==> src/rtl/find_emax_pkg.sv <==
// Shared block-floating-point helpers: block geometry and double-precision field widths.
package find_emax_pkg;

  localparam int DP_FP_E = 11;
  localparam int DP_FP_F = 52;

  function automatic int fpblk_sz(input int dim);
    return 1 << (2 * dim);
  endfunction

  function automatic int fpblk_beats(input int dim, input int lanes);
    return fpblk_sz(dim) / lanes;
  endfunction

endpackage

==> src/rtl/find_emax_reduce.sv <==
// Combinational maximum of the exponent fields across all lanes of one beat.
// Build with FIND_EMAX_IGNORE_SPECIAL_EN to treat all-ones (Inf/NaN) exponents as 0.
module find_emax_reduce
  import find_emax_pkg::*;
#(
  parameter int LANES = 1,
  parameter int FP    = 64,
  parameter int FP_E  = 11,
  parameter int FP_F  = 52
) (
  input  logic [LANES*FP-1:0] i_data,
  output logic [FP_E-1:0]     o_max
);
  // Heap-ordered tree: leaves at LANES-1.., node n combines 2n+1 and 2n+2.
  logic [FP_E-1:0] w_node [2*LANES-1];
  logic [LANES-1:0] w_unused_lane;

  genvar gi;
  generate
    for (gi = 0; gi < LANES; gi++) begin : g_leaf
      logic [FP_E-1:0] w_exp;
      assign w_exp = i_data[gi*FP + FP_F +: FP_E];
      assign w_unused_lane[gi] = ^{i_data[gi*FP + FP - 1], i_data[gi*FP +: FP_F]};
`ifdef FIND_EMAX_IGNORE_SPECIAL_EN
      assign w_node[LANES-1+gi] = (&w_exp) ? '0 : w_exp;
`else
      assign w_node[LANES-1+gi] = w_exp;
`endif
    end
    for (gi = 0; gi < LANES - 1; gi++) begin : g_node
      assign w_node[gi] = (w_node[2*gi+1] > w_node[2*gi+2]) ? w_node[2*gi+1] : w_node[2*gi+2];
    end
  endgenerate

  assign o_max = w_node[0];
endmodule

==> src/rtl/rvfifo_cc.sv <==
// Single-clock ready/valid FIFO. The output word reads zero while the FIFO is empty.
module rvfifo_cc #(
  parameter int WIDTH = 8,
  parameter int DEPTH = 4
) (
  input  logic             clk,
  input  logic             reset,
  input  logic [WIDTH-1:0] s_data,
  input  logic             s_valid,
  output logic             s_ready,
  output logic [WIDTH-1:0] m_data,
  output logic             m_valid,
  input  logic             m_ready
);
  localparam int AW   = (DEPTH > 1) ? $clog2(DEPTH) : 1;
  localparam int CNTW = $clog2(DEPTH + 1);

  logic [WIDTH-1:0] r_mem [DEPTH];
  logic [AW-1:0]    r_wr_ptr;
  logic [AW-1:0]    r_rd_ptr;
  logic [CNTW-1:0]  r_count;
  logic             w_push;
  logic             w_pop;

  assign s_ready = (r_count != CNTW'(DEPTH));
  assign m_valid = (r_count != '0);
  assign m_data  = m_valid ? r_mem[r_rd_ptr] : '0;
  assign w_push  = s_valid && s_ready;
  assign w_pop   = m_valid && m_ready;

  function automatic logic [AW-1:0] ptr_inc(input logic [AW-1:0] p);
    return (p == AW'(DEPTH - 1)) ? '0 : p + AW'(1);
  endfunction

  always_ff @(posedge clk) begin
    if (w_push) r_mem[r_wr_ptr] <= s_data;
  end

  always_ff @(posedge clk) begin
    if (!reset) begin
      r_wr_ptr <= '0;
      r_rd_ptr <= '0;
      r_count  <= '0;
    end else begin
      if (w_push) r_wr_ptr <= ptr_inc(r_wr_ptr);
      if (w_pop)  r_rd_ptr <= ptr_inc(r_rd_ptr);
      if (w_push && !w_pop)      r_count <= r_count + CNTW'(1);
      else if (w_pop && !w_push) r_count <= r_count - CNTW'(1);
    end
  end
endmodule

==> src/rtl/find_emax_lanes.sv <==
// Block exponent finder: forwards beats through a FIFO and emits one max-exponent token per block.
// Optional build macro: FIND_EMAX_IGNORE_SPECIAL_EN (exclude Inf/NaN exponents from the maximum).
module find_emax_lanes
  import find_emax_pkg::*;
#(
  parameter int FP_E       = DP_FP_E,
  parameter int FP_F       = DP_FP_F,
  parameter int DIM        = 2,
  parameter int LANES      = 1,
  parameter int FIFO_DEPTH = 2 * fpblk_sz(DIM) / LANES + 1
) (
  input  logic                         clk,
  input  logic                         reset,
  input  logic [LANES*(1+FP_E+FP_F)-1:0] s_fp_data,
  input  logic                         s_fp_valid,
  output logic                         s_fp_ready,
  output logic [LANES*(1+FP_E+FP_F)-1:0] m_fp_data,
  output logic                         m_fp_last,
  output logic                         m_fp_valid,
  input  logic                         m_fp_ready,
  output logic [FP_E-1:0]              m_ex_data,
  output logic                         m_ex_valid,
  input  logic                         m_ex_ready
);
  localparam int FP    = 1 + FP_E + FP_F;
  localparam int BEATS = fpblk_beats(DIM, LANES);
  localparam int CW    = (BEATS > 1) ? $clog2(BEATS) : 1;
  localparam logic [CW-1:0] LAST_IDX = CW'(BEATS - 1);

  logic [CW-1:0]       r_cnt;
  logic [FP_E-1:0]     r_acc;
  logic [FP_E-1:0]     r_ex_data;
  logic                r_ex_valid;
  logic [FP_E-1:0]     w_beat_max;
  logic [FP_E-1:0]     w_acc_max;
  logic [FP_E-1:0]     w_block_max;
  logic                w_last;
  logic                w_ex_free;
  logic                w_fifo_ready;
  logic                w_accept;
  logic [LANES*FP:0]   w_fifo_out;

  find_emax_reduce #(
    .LANES(LANES),
    .FP   (FP),
    .FP_E (FP_E),
    .FP_F (FP_F)
  ) u_reduce (
    .i_data(s_fp_data),
    .o_max (w_beat_max)
  );

  assign w_last      = (r_cnt == LAST_IDX);
  assign w_ex_free   = !r_ex_valid || m_ex_ready;
  // The last beat may only enter when its token has somewhere to go.
  assign s_fp_ready  = reset && w_fifo_ready && (!w_last || w_ex_free);
  assign w_accept    = s_fp_valid && s_fp_ready;
  assign w_acc_max   = (r_acc > w_beat_max) ? r_acc : w_beat_max;
  assign w_block_max = (BEATS == 1) ? w_beat_max : w_acc_max;

  always_ff @(posedge clk) begin
    if (!reset) begin
      r_cnt      <= '0;
      r_acc      <= '0;
      r_ex_data  <= '0;
      r_ex_valid <= 1'b0;
    end else begin
      if (w_accept && w_last) begin
        r_cnt      <= '0;
        r_acc      <= '0;
        r_ex_data  <= w_block_max;
        r_ex_valid <= 1'b1;
      end else begin
        if (w_accept) begin
          r_cnt <= r_cnt + CW'(1);
          r_acc <= (r_cnt == '0) ? w_beat_max : w_acc_max;
        end
        if (r_ex_valid && m_ex_ready) r_ex_valid <= 1'b0;
      end
    end
  end

  assign m_ex_data  = r_ex_data;
  assign m_ex_valid = r_ex_valid;

  rvfifo_cc #(
    .WIDTH(LANES*FP + 1),
    .DEPTH(FIFO_DEPTH)
  ) u_fifo (
    .clk    (clk),
    .reset  (reset),
    .s_data ({w_last, s_fp_data}),
    .s_valid(w_accept),
    .s_ready(w_fifo_ready),
    .m_data (w_fifo_out),
    .m_valid(m_fp_valid),
    .m_ready(m_fp_ready)
  );

  assign m_fp_last = w_fifo_out[LANES*FP];
  assign m_fp_data = w_fifo_out[LANES*FP-1:0];
endmodule

==> config.mk <==
export PLATFORM = sky130hd
export DESIGN_NAME = find_emax_lanes
export DESIGN_NICKNAME = d
export VERILOG_FILES = /design/src/rtl/find_emax_pkg.sv /design/src/rtl/find_emax_reduce.sv /design/src/rtl/rvfifo_cc.sv /design/src/rtl/find_emax_lanes.sv
export SDC_FILE = /design/constraint.sdc
export NUM_CORES = 2
export LEC_CHECK = 0
export CORE_MARGIN = 3
export CORE_UTILIZATION = 30
export CTS_BUF_LIST = sky130_fd_sc_hd__clkbuf_8
export DETAILED_ROUTE_END_ITERATION = 16
export PLACE_DENSITY = 0.42
export SLEW_MARGIN = 0
export SYNTH_ARGS = -nofsm -noshare
export SYNTH_HDL_FRONTEND = slang
export SYNTH_HIERARCHICAL = 1
export SYNTH_SLANG_ARGS = --single-unit
==> constraint.sdc <==
create_clock -name clk -period 11.8 [get_ports clk]
set_clock_uncertainty 0.2 [all_clocks]
set_input_delay 3.54 -clock clk [delete_from_list [all_inputs] [get_ports clk]]
set_output_delay 3.54 -clock clk [all_outputs]
set_load 0.05 [all_outputs]
* Yosys cells after proc, flatten, opt, wreduce, memory -nomap -nowiden
Memories as Yosys holds them, arrays and structs flattened. A register that Yosys moved wholly into a read port is not among the register bits.
Index checks and enable logic that the tools add are counted.
** Storage, ports and cells
- Register bits after elaboration :: 45
- RAM bits :: 2145
- Input port bits :: 69
- Memories kept :: 1
** Operators by class
- Add/subtract/negate cells :: 5
- Magnitude comparators :: 1
- Equal/unequal tests :: 4
- Muxes and demuxes :: 13
- Bitwise logic cells :: 1
- Reduce and logical (&&, ||, !) cells :: 20
** Memories
- u_fifo.r_mem :: words 33, bits a word 65, read ports 1, clocked after memory_dff 1, wr ports 1, line rvfifo_cc.sv:18 : logic [WIDTH-1:0] r_mem [DEPTH];
** Operators by type and width (count)
- $mux 65 :: 1
- $mux 6 :: 6
- $mux 11 :: 2
- $add 6x1->6 const B :: 3
- $eq 6x6->1 const B :: 2
- $gt 11x11->1 :: 1
- $logic_and 1x1->1 :: 9
- $ne 6x6->1 const B :: 1
- $reduce_bool 6->1 :: 1
- $sub 6x1->6 const B :: 1
- $add 4x1->4 const B :: 1
- $eq 4x4->1 const B :: 1
- $logic_not 1->1 :: 4
- $logic_not 4->1 :: 1
- $mux 1 :: 4
- $reduce_bool 2->1 :: 2
- $logic_or 1x1->1 :: 2
- $reduce_or 2->1 :: 1
- $not 1->1 :: 1

* Logic depth before layout (Yosys ltp)
- Depth in word-level cells :: 10
- Depth in mapped cells :: 14
- Depth with buffers taken out :: 14

* By module
Netlist, hierarchy kept.
** By module, submodules not included
- rvfifo_cc :: times used 1, cells each 3740, area an instance 82987.1 um^2
- find_emax_lanes :: times used 1, cells each 185, area an instance 1515.2 um^2
- find_emax_reduce :: times used 1, cells each 11, area an instance 82.6 um^2

* Worst setup path before layout
Ideal clock, no wire load.
- Path kind :: input-to-output
- Start point :: in reset
- End point :: out s_fp_ready
- Arrival time :: 4.873 ns
- Required time :: 8.060 ns
- Path slack :: 3.187 ns
- Stages :: 4
- Cell sequence :: clkbuf_1 > clkbuf_1 > nand2_1 > a21oi_1
** On the way
- Cells in the longest elaborated chain, start to end :: 2
** RTL lines
- start: declaration :: line find_emax_lanes.sv:13 : input logic reset,
- $logic_and 1x1->1 (2 in a row) :: line find_emax_lanes.sv:56 : assign s_fp_ready = reset && w_fifo_ready && (!w_last || w_ex_free);
- end: declaration :: line find_emax_lanes.sv:16 : output logic s_fp_ready,
No other way between the ends.

==> metrics <==
outcome=completed; first-pass GRT wire length=361 mm; Unique masters post-synth=69; pwr dens=201 nW/um^2; Placer Congestion=0.704; die width=537 um; H-tree depth=5; Syn Inst Count=3936; Pins Over Slew Limit=0; Wirelength per Cell=30.9 um; period utilization=78.6%; Post-CTS Repair Setup Buffers=0; worst path cell trace=buf_12 > buf_4 > nor3b_2 > a22oi_1 > nand3_1 > o21ai_0 > o221a_2 > clkdlybuf4s50_1; setup TNS=0 ns; total track usage=17.7%; slowest CP cell=clkdlybuf4s50_1; total wire length=259 mm; Detailed Route Iter0 Violations=3696; Max Root-Sink Buffers=4; Final Worst Setup Slack=2.53 ns; number of synthesized flops with an enable pin=2145; starting density of the core=30.2%; worst skew pair latency=0.98 ns; CP Depth=8; Reg2Reg Depth=9; Port Buf Inserts=147; HP Class=reg -> reg; vias=42300; Pleak=30.0 nW; vias in the first global route=44900; Setup CP Type=reg -> out; detailed-route DRC error count=0; crit path DAT=5.53 ns; number of setup violations in the final report=0; hold depth=2; share of cells above drive strength 1=26.2%; iteration count of the initial detailed-routing pass=5; Max Cap Viol=0; critical path endpoint category=output pin; # rows=194; Post-CTS Resized=0; hpwl dp=128 mm; Routed Antenna Nets=0; Netlist Area Pre-Place=84600 um^2; die area=288000 um^2; vias per cell=5.05; Least-Margin Pin Slew=1.22 ns; Top delay family on crit path=buffers and inverters; largest net degree at the start of global routing=136; relative slew slack=17.9%; Syn Nets=4028; final hold viol count=0; count of hold-fix buffers inserted at cts=0; Total Nets Final=4458; Die Ht=537 um; CTS buffer count=385; Worst Path Buf+Inv=3; register area share after synthesis=77.4%; Async S/R FF share, synth=0%; Overflow after GRT=0; Clk pin slew, worst setup/hold paths=0.06 ns; clk sinks=2196; CP Launch Type=flop; Fin Hold WS=0.268 ns; initial antenna violation count=18; YS warnings=6; I/O Pins=148; average size of a mapped cell=21.5 um^2; pre-CTS WS=2.68 ns; maximum VDD drop=0.194 mV; core footprint=280000 um^2; area growth from synthesis to layout=15.5%; min cycle time layout=9.27 ns; required time of the critical path=8.06 ns; RSZ-0062 raised after global routing=no; FF+latch count, synth=2196; Max Fanout on Critical Path=90; top_reg_cell synth=edfxtp_1; Root Driver=clkbuf_8; TritonCTS clock tree=yes; Max Freq=108 MHz; crit-path max cell delay=0.84 ns
==> registers in the layout, summed over array words and instances (netlist names), named ones only <==
signal           count
u_fifo/r_wr_ptr      6
r_acc               11
r_cnt                4
u_fifo/r_mem      2145
m_ex_data           11
m_ex_valid           1
u_fifo/r_rd_ptr      6
u_fifo/r_count       6
==> cell usage in the layout (no fill, tap or decap), types with 27 or more instances in the layout <==
cell,instances
a211oi_1,27
a21oi_1,42
a221oi_1,29
a22oi_1,54
buf_4,98
clkbuf_8,392
clkdlybuf4s50_1,146
clkinv_1,117
clkinv_2,27
dfxtp_1,46
edfxtp_1,2145
inv_1,149
mux2_2,94
mux2i_1,116
mux4_2,468
nand2_1,103
nor2_1,108
nor2_4,34
o21ai_0,32
o221ai_1,31
o22ai_1,76
==> cell usage after synthesis (26+ instances only) <==
cell,instances,area [um^2]
a211oi_1,27,203
a21oi_1,42,210
a221oi_1,29,254
a22oi_1,54,405
buf_2,82,410
buf_4,36,270
clkbuf_1,72,270
dfxtp_1,51,1020
edfxtp_1,2145,64400
inv_1,28,105
mux2_2,94,1060
mux2i_1,116,1160
mux4_2,468,10500
nand2_1,107,402
nand3_1,26,130
nor2_1,143,537
nor3_1,26,130
o21ai_0,32,160
o221ai_1,31,272
o22ai_1,76,475
==> where the power goes <==
part / leakage (nW) / total, mW / switching, mW / internal [mW]
Sequential: 19.7 / 8.68 / 0.0636 / 8.62
Clock: 3.90 / 6.33 / 3.12 / 3.21
Combinational: 6.32 / 4.60 / 2.67 / 1.92
Total: 30.0 / 19.6 / 5.86 / 13.7
==> worst min-delay path: cells and delay by family (launching register included) <==
| family | cells | cell delay (ns) |
|---|---|---|
| mux | 1 | 0.05 |
| flops | 1 | 0.31 |
| simple gates | 1 | 0.05 |
==> cell families after synthesis <==
group                      share of synthesized area [%]
xor gates and xnor gates                           0.155
and+or+nand+nor                                     2.17
AOI/OAI and AO/OA                                   3.24
adders and majority gates                          0.349
muxes                                               15.1
buffers and inverters                               1.64
DFF                                                 77.4
==> final timing paths <==
| kind | start | end | slack (ns) |
|---|---|---|---|
| hold / removal | m_ex_data[10]$_SDFFE_PN0P_ | m_ex_data[10]$_SDFFE_PN0P_ | 0.27 |
| setup reg to reg | r_cnt[0]$_SDFFE_PP0N_ | u_fifo/r_mem[28][19]$_DFFE_PP_ | 6.99 |
| hold reg to reg | m_ex_data[10]$_SDFFE_PN0P_ | m_ex_data[10]$_SDFFE_PN0P_ | 0.27 |
| setup / recovery | flop | m_fp_data[56] | 2.53 |
==> metal layers <==
layer	up-vias	share of wire [%]	track usage, %
met5	-	0.026	0
met4	12	1.6	3.84
met3	319	4.5	2.74
met2	1067	48	28.7
met1	23400	46	25.3
li1	17500	-	-
==> area by class of cell <==
cell class / instances / area [um^2]
tap: 3724 / 4660
clock inverter: 288 / 1380
timing repair buffer: 267 / 2640
multi-input combinational: 1483 / 18100
sequential: 2196 / 65400
antenna: 4 / 10.0
fill: 26300 / 182000
inverter: 33 / 136
clock buffer: 392 / 5400
==> metrics by stage <==
step	area [um^2]	util, %	power [mW]	instances
2_1_floorplan	84600	-	12.1	3936
3_3_place_gp	90900	32.5	13.6	7703
3_5_place_dp	90900	32.5	13.6	7703
4_1_cts	97700	34.9	20.0	8383
5_1_grt	97700	34.9	20.5	8385
6_report	97700	34.9	19.6	8387
Note: power is estimated with default switching activity, not from simulation.
